==> config.mk <==
export PLATFORM = sky130hd
export DESIGN_NAME = rr_arbiter_4
export DESIGN_NICKNAME = d
export VERILOG_FILES = /design/src/rtl/rr_arbiter_4_pkg.sv /design/src/rtl/decoder_2_4.sv /design/src/rtl/rr_arbiter_4.sv
export SDC_FILE = /design/constraint.sdc
export NUM_CORES = 1
export LEC_CHECK = 0
export CAP_MARGIN = 5
export CORE_AREA = 2 2 50 52
export CTS_CLUSTER_SIZE = 8
export DETAILED_ROUTE_END_ITERATION = 12
export DIE_AREA = 0 0 52 54
export PLACE_DENSITY = 0.5
export SYNTH_ARGS = -nofsm -noshare
export SYNTH_HDL_FRONTEND = slang
export SYNTH_HIERARCHICAL = 1
export SYNTH_SLANG_ARGS = --single-unit
==> constraint.sdc <==
create_clock -name clk -period 2.1 [get_ports clk]
set_input_delay 0.63 -clock clk [delete_from_list [all_inputs] [get_ports clk]]
set_output_delay 0.63 -clock clk [all_outputs]
set_load 0.01 [all_outputs]
==> src/rtl/rr_arbiter_4_pkg.sv <==
// Shared types and the round-robin search used by the 4-way arbiter.
// The search rotates the request vector so the slot after the pointer is bit 0, then picks the lowest set bit.
package rr_arbiter_4_pkg;

   localparam int NREQ = 4;
   localparam int IW   = 2;

   typedef enum logic {
      S_IDLE  = 1'b0,
      S_GRANT = 1'b1
   } state_t;

   typedef struct packed {
      logic          valid;
      logic [IW-1:0] idx;
   } pick_t;

   // rotate, priority-encode, un-rotate
   function automatic pick_t rr_pick(input logic [NREQ-1:0] req,
                                     input logic [IW-1:0]   ptr);
      logic [NREQ-1:0] rot;
      logic [IW-1:0]   base;
      logic [IW-1:0]   off;
      pick_t           p;
      base = ptr + 2'd1;
      for (int i = 0; i < NREQ; i++) begin
         rot[i] = req[base + IW'(i)];
      end
      off = '0;
      for (int i = NREQ-1; i >= 0; i--) begin
         if (rot[i]) off = IW'(i);
      end
      p.valid = |rot;
      p.idx   = base + off;
      return p;
   endfunction

endpackage

==> src/rtl/decoder_2_4.sv <==
// 2-to-4 decoder with enable; x=00 drives y[3], x=11 drives y[0].
module decoder_2_4
   import rr_arbiter_4_pkg::*;
(
   input  logic [IW-1:0]   x,
   input  logic            en,
   output logic [NREQ-1:0] y
);

   always_comb begin
      y = '0;
      if (en) y[2'd3 - x] = 1'b1;
   end

endmodule

==> src/rtl/rr_arbiter_4.sv <==
// Four-requester round-robin arbiter with done/drop release and optional hold-time limit.
// gnt_idx doubles as the round-robin pointer, so it is kept after release.
//
// state   | meaning
// S_IDLE  | no owner; arbitrate among req each cycle
// S_GRANT | gnt_idx owns the resource; watch done, req drop and hold limit
module rr_arbiter_4
   import rr_arbiter_4_pkg::*;
#(
   parameter int HOLD_MAX = 15,
   parameter int CW       = 4
) (
   input  logic            clk,
   input  logic            reset,
   input  logic [NREQ-1:0] req,
   input  logic            done,
   output logic [NREQ-1:0] gnt,
   output logic [IW-1:0]   gnt_idx,
   output logic            busy,
   output logic            timeout
);

   localparam bit          HOLD_EN   = (HOLD_MAX != 0);
   localparam logic [CW-1:0] HOLD_LAST = CW'(HOLD_MAX - 1);

   state_t        state, state_nxt;
   logic [IW-1:0] gnt_idx_nxt;
   logic [CW-1:0] cnt, cnt_nxt;
   logic          timeout_nxt;
   logic          rel_owner;
   logic          rel_hold;
   pick_t         pick;

   assign pick = rr_pick(req, gnt_idx);

   always_comb begin
      state_nxt   = state;
      gnt_idx_nxt = gnt_idx;
      cnt_nxt     = cnt;
      timeout_nxt = 1'b0;
      rel_owner   = done | ~req[gnt_idx];
      rel_hold    = HOLD_EN && (cnt == HOLD_LAST);
      case (state)
         S_IDLE: begin
            if (pick.valid) begin
               gnt_idx_nxt = pick.idx;
               cnt_nxt     = '0;
               state_nxt   = S_GRANT;
            end
         end
         S_GRANT: begin
            if (rel_owner || rel_hold) begin
               state_nxt   = S_IDLE;
               // timeout only when the hold limit is the sole cause
               timeout_nxt = rel_hold & ~rel_owner;
            end else begin
               cnt_nxt = cnt + 1'b1;
            end
         end
      endcase
   end

   always_ff @(posedge clk or posedge reset) begin
      if (reset) begin
         state   <= S_IDLE;
         gnt_idx <= 2'b11;
         cnt     <= '0;
         timeout <= 1'b0;
      end else begin
         state   <= state_nxt;
         gnt_idx <= gnt_idx_nxt;
         cnt     <= cnt_nxt;
         timeout <= timeout_nxt;
      end
   end

   assign busy = (state == S_GRANT);

   decoder_2_4 u_gnt_dec (
      .x  (~gnt_idx),
      .en (busy),
      .y  (gnt)
   );

endmodule
Word-level counts from Yosys, hierarchy flattened
Index checks and enable logic that the tools add are counted.
W data, S select, Z words.
Storage, ports and cells
  register bits after elaboration: 8
  input port bits: 7
  output and inout port bits: 8
  word-level logic and storage cells: 57
Operators by class
  add/subtract/negate cells: 7
  order comparisons: 7
  eq/ne operators: 3
  muxes and demuxes: 25
  bitwise gates (word level): 6
  reductions and logical operators: 5
Operators with widths (count)
  $lt A2 B3 Y1 const B: 6
  $mux W4: 3
  $bmux W1 S2: 5
  $mux W1: 10
  $mux W2: 4
  $pmux W4 S2: 1
  $add A2 B1 Y2 const B: 2
  $add A2 B2 Y2 const B: 2
  $add A4 B1 Y4 const B: 1
  $eq A4 B4 Y1 const B: 1
  $ne A2 B2 Y1 const B: 2
  $reduce_and A2 Y1: 2
  $reduce_or A4 Y1: 1
  $not A1 Y1: 3
  $add A2 B2 Y2: 1
  $demux W1 S2: 1
  $ge A2 B1 Y1 const B: 1
  $not A2 Y2: 1
  $pmux W1 S2: 1
  $sub A2 B2 Y2 const A: 1
  $and A1 B1 Y1: 1
  $logic_and A1 B1 Y1: 1
  $logic_or A1 B1 Y1: 1
  $or A1 B1 Y1: 1

Longest topological paths before layout
Gate-level depths: netlist of the first run.
  depth after elaboration: 9
  depth in mapped cells: 11
  depth with buffers taken out: 10

Cells and area by module
The synthesis of the first run kept the hierarchy.
By module, submodules not included
  rr_arbiter_4: times used 1, cells each 69, area an instance 614.3 um^2
  decoder_2_4: times used 1, cells each 4, area an instance 37.5 um^2

Least setup slack after synthesis of the first run
No wires, ideal clock.
  path kind: input port to flip-flop
  start point: in req[2]
  end point: reg gnt_idx[1]
  setup time: 75 ps
  arrival time: 1857 ps
  setup slack: 168 ps
  cell stages on the path: 10
  path buffers: 1
  cell sequence: buf_2 -> nor2_1 -> nor4_1 -> a21oi_1 -> o211ai_1 -> ha_1 -> xnor2_1 -> nor2b_1 -> mux2i_1 -> xnor2_1
Between the ends
  cells in the longest elaborated chain, start to end: 7
Ends and longest elaborated chain
  from (decl): RTL line rr_arbiter_4.sv:15  | input logic [NREQ-1:0] req,
  $bmux W1 S2: RTL line rr_arbiter_4_pkg.sv:27  | rot[i] = req[base + IW'(i)];
  $mux W1 (implied by the code): RTL line rr_arbiter_4_pkg.sv:27
  $mux W2 (4 in series): RTL line rr_arbiter_4_pkg.sv:31  | if (rot[i]) off = IW'(i);
  $add A2 B2 Y2: RTL line rr_arbiter_4_pkg.sv:34  | p.idx = base + off;
  to (signal assigned): RTL line rr_arbiter_4.sv:71  | gnt_idx <= gnt_idx_nxt;
  to (decl): RTL line rr_arbiter_4.sv:18  | output logic [IW-1:0] gnt_idx,
Parallel ways exist; a longest one is shown, timed or not. The select of a mux whose other input is x is not followed.
A chain may end at the register's enable or synchronous reset.

Final worst setup path of the first run
  start point: in req[0]
  end point: reg gnt_idx[1]
Same word-level chain as after synthesis.

==> flow_metrics.py, run 1 <==
metrics = {
    "status": {
        "status": "completed",
    },
    "place": {
        "dp_hpwl_microns": 1090,
        "port_buffers": 14,
        "gp_congestion": 0.747,
    },
    "final_layout": {
        "drive_gt1_frac": 0.373,
        "final_common_cell": "buf_4",
        "utilization": 0.409,
        "area_delta_synth_final_pct": 45.5,
        "layout_common_cells": "buf_4, dlygate4sd2_1, o21ai_1, dfrtp_1, nand2_1",
        "nets": 114,
        "fill_cells": 243,
        "diodes": 0,
    },
    "floorplanning": {
        "start_util": 0.281,
        "die_h_microns": 54,
        "core_sq_um": 2320,
        "dieArea_sq_um": 2810,
        "die_x_microns": 52,
        "top_level_ports": 15,
        "rows": 18,
    },
    "synthesis": {
        "synth_ff_type": "dfrtp_1",
        "syn-instance-count": 73,
        "synth_enable_flop_cells": 0,
        "syn-num-nets": 83,
        "syn_area_per_cell_sq_um": 8.93,
        "synthDistinctLibCells": 34,
        "synth_seq_cells": 8,
        "synth-seq-area-share": 0.311,
        "yosysWarnings": 6,
        "synthArstFlopShare": 1.00,
        "netlist_area_sq_um": 652,
    },
    "routing": {
        "wl_met1_microns": 615,
        "vias_per_cell": 4.73,
        "routedWlPerCell_microns": 11.0,
        "detail_route.first_pass.iterations": 3,
        "wl_met2_microns": 735,
        "vias": 624,
        "maxUsedRoutingLayer": "met4",
        "routed_wl_microns": 1450,
        "wl_met3_microns": 73,
        "drc": 0,
        "ant_nets": 0,
        "drtIter0Drc": 9,
    },
    "clock_network": {
        "cts_tree": "yes",
        "cts.clk_slew.worst_paths_ns": 0.05,
        "ctsHoldBuffers": 0,
        "clk_latency_ns": 0.26,
        "clockBufferDepth": 2,
        "cts_root_buf": "clkbuf_4",
        "h-tree-depth": 1,
        "clock_sinks": 8,
        "numCtsBuffers": 3,
    },
    "setup_path": {
        "cp_slowest_cell": "dlygate4sd2_1",
        "r2r-start": "gnt_idx[0]$_DFFE_PP1P_",
        "cp-start-kind": "input port",
        "crit_family": "simple AND/OR/NAND/NOR gates",
        "cp.arrival_ns": 2.16,
        "path_buf_inv": 1,
        "r2r_setup_slack_ns": 0.18,
        "path_cells": "dlygate4sd2_1, nor2_2, nor4_1, a21oi_1, o211ai_1, ha_2, xnor2_2, nor2b_2, mux2i_1, xnor2_1",
        "reg2regPathDepth": 10,
        "cp-end-kind": "flip-flop",
        "cp_slowest_stage_delay_ns": 0.29,
        "crit_fanout": 5,
        "worst_ep_required_time_ns": 2.29,
        "worstSetupPathType": "in2reg",
        "rr_endpoint": "gnt_idx[1]$_DFFE_PP1P_",
    },
    "sta": {
        "worstMarginPinSlew_ns": 0.311,
        "clock.fmax_ghz": 0.508,
        "slew_viol_final": 0,
        "finClkSkew_ns": 0.00140,
        "relSlewSlack": 0.792,
        "min_period_ns": 1.97,
        "setup_violations": 0,
        "final_hold_viol_count": 0,
        "period_share": 0.938,
        "holdWs_ns": 0.492,
    },
    "grt": {
        "grt.total_usage": 0.122,
        "grt_max_degree": 12,
        "grt_overflow": 0,
        "grt_pass1_vias": 578,
        "antenna_found_initial": 0,
        "grt_pass1_wl_microns": 2530,
    },
    "pwr": {
        "p_int_uw": 652,
        "power_density_nw_per_um2": 1140,
        "power_switching_uw": 430,
        "vdd_drop_max_v": 0.000581,
        "comb_power_share": 0.646,
        "seq_power_share": 0.242,
        "switching_share": 0.397,
        "p_leak_uw": 0.000441,
        "clockPowerShare": 0.112,
    },
    "min_path": {
        "hold_path_end": "cnt[3]$_DFFE_PP0P_",
        "hold_class": "reg2reg",
        "min_from": "cnt[3]$_DFFE_PP0P_",
        "whs_path_depth": 1,
    },
    "job": {
        "drv_cap": 0,
    },
}
==> timing repair <==
item,in CTS,in global routing
setup buffers,1,0
endpoints found under the setup margin,7,1
gates cloned,0,0
pin swaps,3,5
gates resized for setup,11,7
==> power by group through the flow <==
stage / sequential, uW / combinational (uW) / clock, uW
floorplan: 273 / 424 / 0
global placement: 260 / 710 / 0
detailed placement: 261 / 711 / 0
CTS: 259 / 677 / 127
global route: 270 / 786 / 139
finish: 261 / 699 / 121
==> cell families after synthesis <==
| group | count (synthesis) | share of synthesized area |
|---|---|---|
| AOI/OAI and AO/OA | 14 | 0.140 |
| xor gates and xnor gates | 2 | 0.0269 |
| adders and majority gates | 3 | 0.0576 |
| buffers and inverters | 10 | 0.0883 |
| DFF | 8 | 0.311 |
| muxes | 4 | 0.0825 |
| and+or+nand+nor | 32 | 0.294 |
==> synthesized netlist by cell type, types with 2 or more instances <==
cell type  n  area, sq um
nor3_1     2         10.0
o21ai_1    6         30.0
and3b_1    2         17.5
inv_2      2         7.51
nor2_1     6         22.5
dfrtp_1    6          150
a21oi_1    2         10.0
ha_1       3         37.5
nor2b_1    5         31.3
mux2i_1    2         20.0
buf_6      2         22.5
nand2_1    5         18.8
dfstp_2    2         52.6
nand3_1    3         15.0
xnor2_1    2         17.5
inv_1      4         15.0
nor3b_1    2         15.0
==> through the flow <==
step,power [uW],std cells,worst slack [ns],TNS (ns),cell area [sq um]
floorplan,697,73,0.168,0,652
global placement,969,128,-0.347,-1.57,907
detailed placement,973,128,-0.354,-1.57,907
CTS,1060,132,0.111,0,927
global route,1190,132,-0.0226,-0.0226,948
finish,1080,132,0.131,0,948
==> metal layers <==
layer  up-vias  global-route usage
met5         -                   0
met3         2              0.0278
li1        318                   -
met4         0              0.0658
met2        11               0.207
met1       293               0.143
==> worst max path at each step <==
stage                                      start  slack [ns]  cells after the start                      to
final                                     req[0]        0.13                     10  gnt_idx[1]$_DFFE_PP1P_
after global routing      gnt_idx[0]$_DFFE_PP1P_       -0.02                     10  gnt_idx[1]$_DFFE_PP1P_
after CTS                                 req[1]        0.11                     10  gnt_idx[1]$_DFFE_PP1P_
after detailed placement                  req[1]       -0.35                     10  gnt_idx[1]$_DFFE_PP1P_
after global placement                    req[1]       -0.35                     10  gnt_idx[1]$_DFFE_PP1P_
after floorplan                           req[2]        0.17                     10  gnt_idx[1]$_DFFE_PP1P_
==> state kept, by name, summed over array words and instances (netlist names) <==
name,cells
busy,1
cnt,4
timeout,1
gnt_idx,2
==> area by class of cell <==
cell class | instances | area, sq um | area share
clock buffer | 3 | 22.5 | 0.0237
inverter | 6 | 22.5 | 0.0237
multi-input combinational | 55 | 414 | 0.437
sequential | 8 | 203 | 0.214
tap | 30 | 37.5 | 0.0396
timing repair buffer | 30 | 249 | 0.263
No activity file was read; power rests on OpenSTA's default activity.
==> run 2: changes to the inputs <==
SLEW_MARGIN = 20   (was default)
==> results of run 2 <==
Final layout, timing and power as in run 1 (identical DEF).
==> run 3: changes to the inputs <==
CORE_AREA = 10 10 58 60   (was 2 2 50 52)
DIE_AREA = 0 0 68 70   (was 0 0 52 54)
==> run 3 against run 2 <==
Compared with the run above:
- clock-buffer cell count stayed put
- critical path depth stayed put
- via count is 2.2% lower
- core utilization is 1.2 points lower
- flip-flop and latch count stayed put
- sequential power hardly changed
- clock power is 4% lower
- design area is 2.0% lower
- die area is 70% higher
- power is 1.2% lower
- largest power group unchanged
==> flow_metrics.py, run 3 (synthesis gave the netlist of run 1 again) <==
metrics = {
    "status": {
        "status": "completed",
    },
    "sta": {
        "final_hold_viol_count": 0,
        "min_period_ns": 1.99,
        "setup_violations": 0,
        "finClkSkew_ns": 0.00682,
        "worstMarginPinSlew_ns": 0.303,
        "slew_viol_final": 0,
        "relSlewSlack": 0.798,
        "clock.fmax_ghz": 0.503,
        "period_share": 0.946,
        "timing.final.ws_setup_ns": 0.113,
    },
    "grt": {
        "grt_pass1_wl_microns": 2620,
        "antenna_found_initial": 0,
        "grt_overflow": 0,
        "grt.total_usage": 0.0671,
        "grt_max_degree": 12,
        "grt_pass1_vias": 589,
    },
    "final_layout": {
        "layout_common_cells": "buf_4, dlygate4sd2_1, o21ai_1, dfrtp_1",
        "nets": 113,
        "largest_register_ffs": 4,
        "regMostFlops": "cnt",
        "area_delta_synth_final_pct": 42.6,
        "fill_cells": 260,
        "final_cell_count_no_fill": 131,
        "final_common_cell": "buf_4",
        "diodes": 0,
        "reg.largest.list": "cnt (4), gnt_idx (2)",
        "stdcell_area_sq_um": 930,
        "drive_gt1_frac": 0.327,
    },
    "clock_network": {
        "cts_root_buf": "clkbuf_4",
        "clk_latency_ns": 0.25,
        "clockBufferDepth": 2,
        "clock_sinks": 8,
        "cts.clk_slew.worst_paths_ns": 0.06,
        "h-tree-depth": 1,
        "cts_tree": "yes",
        "numCtsBuffers": 3,
        "ctsHoldBuffers": 0,
    },
    "pwr": {
        "comb_power_share": 0.650,
        "seq_power_share": 0.241,
        "p_leak_uw": 0.000437,
        "power_switching_uw": 430,
        "p_int_uw": 639,
        "clockPowerShare": 0.109,
        "switching_share": 0.403,
        "vdd_drop_max_v": 0.000583,
        "power_density_nw_per_um2": 1150,
    },
    "place": {
        "port_buffers": 14,
        "gp_congestion": 0.712,
        "place_inst": 127,
        "placed_area_sq_um": 900,
        "pre_cts_ws_ns": -0.355,
        "dp_hpwl_microns": 1240,
    },
    "setup_path": {
        "cp-end-kind": "flip-flop",
        "worst_ep_required_time_ns": 2.28,
        "worstSetupPathType": "in2reg",
        "crit_fanout": 5,
        "cp-start-kind": "input port",
        "cp.arrival_ns": 2.17,
    },
    "job": {
        "drv_cap": 0,
    },
    "min_path": {
        "hold_class": "reg2reg",
    },
    "floorplanning": {
        "start_util": 0.278,
        "top_level_ports": 15,
        "core_sq_um": 2340,
        "rows": 18,
        "dieArea_sq_um": 4760,
        "die_h_microns": 70,
        "die_x_microns": 68,
    },
    "routing": {
        "detail_route.first_pass.iterations": 4,
        "drc": 0,
        "routed_wl_microns": 1620,
        "vias": 610,
        "ant_nets": 0,
        "routedWlPerCell_microns": 12.3,
        "drtIter0Drc": 62,
        "vias_per_cell": 4.66,
    },
}
[run 3: changes by cell type in the layout (fill, tap and decap cells not counted)]
| cell | before | now |
|---|---|---|
| clkdlybuf4s15_1 | 1 | 0 |
| buf_4 | 16 | 15 |
| inv_2 | 3 | 2 |
| nor3b_2 | 2 | 1 |
| nor2b_1 | 4 | 5 |
| nor3b_1 | 1 | 2 |
| inv_1 | 3 | 4 |
| ha_2 | 1 | 0 |
| ha_1 | 2 | 3 |
| dlygate4sd2_1 | 9 | 10 |
| nor2b_2 | 1 | 0 |
[run 3: power groups by stage]
stage | Combinational, uW | Clock, uW | Sequential [uW]
floorplan | 424 | 0 | 273
global placement | 710 | 0 | 259
detailed placement | 716 | 0 | 260
CTS | 683 | 119 | 257
global route | 762 | 131 | 268
finish | 695 | 116 | 258
[run 3: through the flow]
stage	TNS, ns	power [uW]	util	hold WS [ns]
2_1_floorplan	0	697	-	0.444
4_1_cts	0	1060	0.393	0.484
3_5_place_dp	-1.68	975	0.384	0.471
6_report	0	1070	0.397	0.480
3_3_place_gp	-1.52	969	0.384	0.473
5_1_grt	-0.0482	1160	0.397	0.515
[run 3: critical path: stages]
cell,delay (ns)
dlygate4sd2_1,0.29
nor2_2,0.13
nor3_1,0.05
a21oi_1,0.15
o211ai_1,0.11
ha_1,0.22
xnor2_2,0.14
nor2b_1,0.14
mux2i_1,0.16
xnor2_1,0.14
[run 3: cell type report]
cell class,instances,area [sq um],share of cell area
multi-input combinational,55,404,0.435
timing repair buffer,29,240,0.258
sequential,8,203,0.218
tap,30,37.5,0.0404
clock buffer,3,22.5,0.0242
inverter,6,22.5,0.0242
[run 3: repair_timing]
action | in CTS | in global routing
setup endpoints to repair | 10 | 1
pin swaps | 1 | 0
resized for setup | 11 | 2
setup buffers | 1 | 0
[run 3: path summary, 6_finish.rpt]
kind,cells after the start,start,endpoint,slack [ns]
setup / recovery,10,req[1],gnt_idx[1]$_DFFE_PP1P_,0.11
hold / removal,1,cnt[3]$_DFFE_PP0P_,cnt[3]$_DFFE_PP0P_,0.48
setup reg to reg,10,gnt_idx[0]$_DFFE_PP1P_,gnt_idx[1]$_DFFE_PP1P_,0.11
hold reg to reg,1,cnt[3]$_DFFE_PP0P_,cnt[3]$_DFFE_PP0P_,0.48
max in group asynchronous,2,reset,gnt_idx[0]$_DFFE_PP1P_,1.19
min in group asynchronous,2,reset,timeout$_DFF_PP0_,0.62
[run 3: layer usage]
layer | vias to the layer above | track usage | wire length [microns]
met5 | - | 0 | 0
met4 | 0 | 0.0268 | 8
met3 | 2 | 0.0223 | 97
met2 | 8 | 0.117 | 842
met1 | 286 | 0.0700 | 667
li1 | 314 | - | -
==> RTL edit (flow settings as in run 1) <==
The parameter `CW` goes from 4 to 5.
--- a/src/rtl/rr_arbiter_4.sv
+++ b/src/rtl/rr_arbiter_4.sv
@@ -8,7 +8,7 @@
    import rr_arbiter_4_pkg::*;
 #(
    parameter int HOLD_MAX = 15,
-   parameter int CW       = 4
+   parameter int CW       = 5
 ) (
    input  logic            clk,
    input  logic            reset,
Formal check against the unedited RTL: no difference found for any inputs over 10 cycles, from zero or initial values and one cycle with reset high; that may be too few to reach the edited logic, so the function may still have changed.
==> RTL edit against run 1 <==
Wire length increased by 2.8%; area after synthesis up 3.3%; largest cell class unchanged; worst setup slack lost 0.054 ns; sequential cell count grew 1; synthesized cell count rose by 1.4%; critical endpoint is now gnt[2]; sequential share of layout area grew 2.0 points; power fell by 2.8%; maximum frequency is 2.7% lower; final area increased by 2.6%.
==> RTL edit: results (changes against run 1) <==
GPL Wtd Cong -> 0.886 (+19%)
Clock-cell share of area -> 2.83% (+0.45 points)
Skew final -> 0.00779 ns (+0.00639 ns)
R2r setup slk -> 0.14 ns (-0.04 ns)
Status -> complete, no violations
Detailed Route Iter0 Violations -> 8 (-1)
Max Fanout on Critical Path -> 7 (+2)
Leading post-synthesis cells by cell area -> dfrtp_1 (26%), dfstp_2 (7.8%), ha_1 (5.6%)
Min-delay src -> cnt[4]
Slowest stage delay, CP -> 0.53 ns (+0.24 ns)
Vias per inst -> 4.77 (+0.84%)
XOR/XNOR Fraction of Synth Area -> 3.90% (+1.2 points)
Top flop regs -> cnt (5), gnt_idx (2)
Adder-cell share of the synthesized area -> 5.58% (-0.18 points)
Non-CTS inverters -> 5 (-1)
Pre-CTS setup slack -> -0.448 ns (-0.0943 ns)
Routed met2 length -> 679 um (-7.6%)
Met1 usage -> 16.4% (+2.0 points)
First-pass GRT wire length -> 2630 um (+4.1%)
Non-clk bufs -> 28 (-6.7%)
Post-DP HPWL -> 1180 um (+7.8%)
FF+latch count, synth -> 9 (+1)
Mux cell area share after synthesis -> 6.32% (-1.9 points)
GRT met2 Usage -> 20.3% (-0.42 points)
WHS -> 0.486 ns (-0.00571 ns)
All-Layer GR Usage -> 12.7% (+0.54 points)
Hold worst-path end -> cnt[4]
LEAKAGE -> 0.462 nW (+4.7%)
Multi-input combinational area share -> 44.5% (+0.81 points)
Slowest cell on the critical path -> dfstp_2
Multi-input gates -> 57 (+3.6%)
Worst Path Arrival -> 1.39 ns (-0.77 ns)
Worst slew pin tran -> 0.350 ns (+0.0389 ns)
Net Count, Synth -> 84 (+1.2%)
==> RTL edit: worst max-delay path by stage <==
stage	startpoint	to	slack [ns]	cells past startpoint
6_report	gnt_idx[1]	gnt[2]	0.08	3
5_1_grt	gnt_idx[1]	gnt[2]	0.002	3
4_1_cts	gnt_idx[1]	gnt_idx[1]	0.01	2
3_5_place_dp	req[1]	gnt_idx[1]	-0.45	10
3_3_place_gp	req[1]	gnt_idx[1]	-0.43	10
2_1_floorplan	req[1]	gnt_idx[1]	0.09	10
==> RTL edit: what timing repair did <==
action / in CTS / in global routing
setup buffers: 0 / 1
hold buffers: 0 / 0
endpoints found under the setup margin: 6 / 2
gates resized for setup: 11 / 12
pin swaps: 0 / 4
==> RTL edit: power groups by stage <==
stage | Sequential [mW] | Clock, mW | Combinational [mW]
finish | 0.276 | 0.133 | 0.643
global route | 0.284 | 0.152 | 0.709
CTS | 0.275 | 0.139 | 0.632
detailed placement | 0.278 | 0 | 0.658
global placement | 0.277 | 0 | 0.657
floorplan | 0.294 | 0 | 0.379
